==> config.mk <==
export PLATFORM = sky130hd
export DESIGN_NAME = uart_rx_fifo
export DESIGN_NICKNAME = d
export VERILOG_FILES = /design/src/rtl/uart_rx_fifo.sv
export SDC_FILE = /design/constraint.sdc
export NUM_CORES = 1
export LEC_CHECK = 0
export CAP_MARGIN = 20
export CORE_ASPECT_RATIO = 0.75
export CORE_MARGIN = 5
export CORE_UTILIZATION = 30
export CTS_CLUSTER_SIZE = 24
export DETAILED_ROUTE_END_ITERATION = 12
export GPL_ROUTABILITY_DRIVEN = 0
export SETUP_SLACK_MARGIN = 0.02
export SLEW_MARGIN = 20
export SYNTH_ARGS = -nofsm -noshare
export SYNTH_HDL_FRONTEND = slang
export SYNTH_SLANG_ARGS = --single-unit
==> constraint.sdc <==
create_clock -name CLKip -period 7.6 [get_ports CLKip]
set_input_delay 1.52 -clock CLKip [delete_from_list [all_inputs] [get_ports CLKip]]
set_output_delay 1.52 -clock CLKip [all_outputs]
set_load 0.01 [all_outputs]
==> src/rtl/uart_rx_fifo.sv <==
// uart_rx_fifo: receive buffer placed directly after the UART receiver.
// It captures one character on each rising edge of the receiver's done level
// and stores it in a DEPTH-entry circular FIFO. The consumer reads through a
// first-word-fall-through valid/ready port. The block also reports fill level,
// full and empty status, and a sticky overflow flag.
//
// Ports
//   CLKip      clock, same domain as the receiver
//   rst        synchronous, active-high reset
//   DONEi      receiver done level (high for several cycles per character)
//   DATAi      receiver data, valid while DONEi is high
//   RD_READYi  consumer accepts the head entry
//   RD_VALIDo  head entry valid (not empty)
//   RD_DATAo   head entry (oldest character)
//   COUNTo     number of stored entries, 0..DEPTH
//   FULLo      COUNTo == DEPTH
//   EMPTYo     COUNTo == 0
//   OVFo       sticky overflow flag (a character was dropped while full)
//   OVF_CLRi   clears OVFo on the next clock; a same-cycle overflow wins
module uart_rx_fifo #(
    parameter int unsigned DATA_WDTH = 8,
    parameter int unsigned DEPTH     = 16
) (
    input  logic                         CLKip,
    input  logic                         rst,
    input  logic                         DONEi,
    input  logic [DATA_WDTH-1:0]         DATAi,
    input  logic                         RD_READYi,
    output logic                         RD_VALIDo,
    output logic [DATA_WDTH-1:0]         RD_DATAo,
    output logic [$clog2(DEPTH+1)-1:0]   COUNTo,
    output logic                         FULLo,
    output logic                         EMPTYo,
    output logic                         OVFo,
    input  logic                         OVF_CLRi
);

    localparam int unsigned PTR_W = $clog2(DEPTH);
    localparam int unsigned CNT_W = $clog2(DEPTH + 1);

    logic [DATA_WDTH-1:0] mem [DEPTH];
    logic [PTR_W-1:0]     wr_ptr;
    logic [PTR_W-1:0]     rd_ptr;
    logic [CNT_W-1:0]     count;
    logic                 done_d;
    logic                 ovf;

    logic push_req;
    logic pop;
    logic push;
    logic ovf_evt;

    // Status is decoded from the registered count only, so RD_READYi never
    // reaches RD_VALIDo or RD_DATAo combinationally.
    assign EMPTYo    = (count == CNT_W'(0));
    assign FULLo     = (count == CNT_W'(DEPTH));
    assign RD_VALIDo = ~EMPTYo;
    assign COUNTo    = count;
    assign OVFo      = ovf;
    assign RD_DATAo  = mem[rd_ptr];

    // One request per DONEi high period; a pop frees a slot in the same cycle.
    assign push_req = DONEi & ~done_d;
    assign pop      = RD_VALIDo & RD_READYi;
    assign push     = push_req & (~FULLo | pop);
    assign ovf_evt  = push_req & FULLo & ~pop;

    // Control state; done_d resets high so a level already high at reset
    // release is not treated as a new character.
    always_ff @(posedge CLKip) begin
        if (rst) begin
            done_d <= 1'b1;
            wr_ptr <= '0;
            rd_ptr <= '0;
            count  <= '0;
            ovf    <= 1'b0;
        end else begin
            done_d <= DONEi;
            if (push) begin
                wr_ptr <= wr_ptr + PTR_W'(1);
            end
            if (pop) begin
                rd_ptr <= rd_ptr + PTR_W'(1);
            end
            case ({push, pop})
                2'b10:   count <= count + CNT_W'(1);
                2'b01:   count <= count - CNT_W'(1);
                default: count <= count;
            endcase
            if (ovf_evt) begin
                ovf <= 1'b1;
            end else if (OVF_CLRi) begin
                ovf <= 1'b0;
            end
        end
    end

    // Storage array; contents are intentionally not reset.
    always_ff @(posedge CLKip) begin
        if (push) begin
            mem[wr_ptr] <= DATAi;
        end
    end

endmodule

==> flow_summary.yaml <==
synthesis:
  synth_compound_area_frac: 0.0477
  synthCells: 332
  synth_fa_ha_area_frac: 0.0203
  synth-edff-count: 128
  synth_seq_area_share: 0.713
  synth_top_family_by_area: "multiplexers"
  yosysTopAreaCell: "edfxtp_1"
  ys.flop_type: "edfxtp_1"
  ys_seq_elements: 147
  synthXorXnorAreaFrac: 0.0103
  syn-cell-area_um2: 5930
  muxShareOfSynthArea: 0.129
  ys_async_sr_fraction: 0
  yosys.cell_types.count: 42
  ys_warn_count: 0
  synth_top_area_share: 0.649
  syn_nets: 354
  yosys.area_share.simple: 0.0638
  syn-mean-instance-area_um2: 17.9
  synthTopCellsByArea: "edfxtp_1, mux4_2, dfxtp_1"
setup_path:
  start_kind: "flip-flop"
  critPathKind: "reg -> out"
  crit_slowest_cell: "mux4_2"
  critPathCaptureType: "output port"
  worst-path-max-fanout: 32
  r2r_cells: 8
  reg2reg_slack_ns: 4.77
  max_stage_delay_ns: 0.64
  worst-endpoint-arrival_ns: 2.79
  path_cells: "buf_4 -> mux4_2 -> a22oi_1 -> nand2_1 -> clkdlybuf4s50_1"
  worstPathRequired_ns: 6.08
  path_buf_inv: 2
  path_depth: 5
  cp_top_family: "buffers and inverters"
grt:
  first_global_vias: 3099
  grt_max_degree: 33
  overflow: 0
  grt_usage: 0.109
  antenna_found_initial: 0
  grt_pass1_wl_um: 18300
floorplan:
  core_area_um2: 19400
  row_count: 44
  fp.dieW_um: 172
  io_pins: 30
  die_area_um2: 22700
  die_h_um: 132
  initial_utilization: 0.306
cts:
  cts_made_buffers: 17
  cts_tree: "done"
  post-cts-setup-buffers: 0
  cts_max_level: 4
  cts.sinks: 147
  cts_resized: 0
  worstSkewPairLatency_ns: 0.41
  clock_path_buffers: 2
  cts_hold_buffers: 0
  cts-root-buf: "clkbuf_16"
  clkTransAtPathRegs_ns: 0.06
sta:
  slew_violations: 0
  layout_min_cycle_time_ns: 4.31
  worst_pin_slew_ns: 1.04
  hold_violations: 0
  setup_viol: 0
  rsz0062_at_grt: "no"
  finClkSkew_ns: 0.00554
  fin_setup_tns_ns: 0
  timing.fmax_mhz: 232
  period_share: 0.567
  hold_ws_ns: 0.519
  slew_headroom: 0.304
placed_design:
  post-place-cells: 600
  placed_area_um2: 6490
  hpwl_um: 7620
  io_buffers: 29
hold_path:
  hold_depth: 2
  hp-class: "reg -> reg"
drt:
  vias: 3000
  drt_wl_total_um: 11700
  route.detailed.drc: 0
  wl_per_cell_um: 18.5
  drt-initial-drc-count: 301
  viasPerCell: 4.75
  firstDrtPassIters: 5
  top_layer_used: "met4"
  drt-met1-wl_um: 5310
  wl_met2_um: 5570
  wl_met3_um: 513
  ant_nets: 0
power:
  p_leak_nw: 2.26
  p_per_area_nw_per_um2: 331
  power.total_mw: 2.35
  ir_drop_mv: 0.125
job:
  maxCapViolations: 0
finish:
  final_common_cell: "edfxtp_1"
  fin_nets: 388
  diodes: 0
  final_cell_mix: "edfxtp_1, mux4_2, clkdlybuf4s50_1, nor2_1, dfxtp_1"
  fillers: 1790
  post-route-cell-area_um2: 7100
  seq_area_um2: 4230
  drive_gt1_frac: 0.188
  instances_no_fill: 631
  multi_input_area_um2: 1620
  syn_to_final_growth_pct: 19.7
status:
  outcome: "finished clean"
## layout make-up
cell class,instances,share of cell area
Clock buffer,20,0.0615
Timing Repair Buffer,32,0.0441
Inverter,7,0.00370
Tap cell,253,0.0446
Sequential cell,147,0.595
Multi-Input combinational cell,161,0.228
Clock inverter,11,0.0227
## cells in the mapped netlist, types with 2 or more instances
cell and count:
dfxtp_1 19, xnor2_1 2, a2111oi_0 2, buf_2 4, edfxtp_1 128, o211ai_1 3, a21oi_1 2, clkbuf_1 11
a21o_1 2, mux2i_1 3, or2_2 2, ha_1 8, a211oi_1 2, buf_1 2, nand2b_1 6, inv_1 7
nand4b_1 2, nor3b_1 2, and2_1 2, mux4_2 32, a22oi_1 16, nor2_1 28, nor3_1 6, nand2_1 14
nor2b_1 6, xor2_1 5
## registers in the layout, indices dropped and copies added, names as in the netlist, named ones only
name,cells
OVFo,1
rd_ptr,4
done_d,1
COUNTo,5
mem,128
wr_ptr,4
## tightest hold or removal path: cells and delay by family, from the launching register on
| kind | cells | cell delay (ns) |
|---|---|---|
| flip-flops | 1 | 0.35 |
| AO/OA/AOI/OAI | 1 | 0.06 |
| AND/OR/NAND/NOR | 1 | 0.08 |
## cells by family after synthesis
kind of cell | Yosys count
multiplexers | 36
buffers and inverters | 24
AND/OR/NAND/NOR | 74
flip-flops | 147
AO/OA/AOI/OAI | 35
adder cells (fa/ha/maj) | 9
XOR/XNOR | 7
## final timing paths
kind                           from                      to
max reg2reg  COUNTo[0]$_SDFFE_PP0P_  COUNTo[4]$_SDFFE_PP0P_
max                       flip-flop             RD_DATAo[1]
min reg2reg       OVFo$_SDFFE_PP0P_       OVFo$_SDFFE_PP0P_
min               OVFo$_SDFFE_PP0P_       OVFo$_SDFFE_PP0P_
## routing by layer
metal | vias to the layer above | GRT usage
met5 | - | 0
met4 | 0 | 0.0467
met3 | 19 | 0.0327
met2 | 73 | 0.159
met1 | 1524 | 0.151
li1 | 1384 | -
## through the flow
stage | utilization | setup WS, ns
floorplan | - | 4.18
global placement | 0.335 | 3.27
detailed placement | 0.335 | 3.13
CTS | 0.366 | 3.22
global route | 0.366 | 3.11
finish | 0.366 | 3.29
## power breakdown
group | total, mW | switching (mW) | internal (mW)
combinational | 0.569 | 0.284 | 0.285
clock | 0.839 | 0.296 | 0.544
sequential | 0.937 | 0.0346 | 0.903
Power figures use the tool's default switching activity.
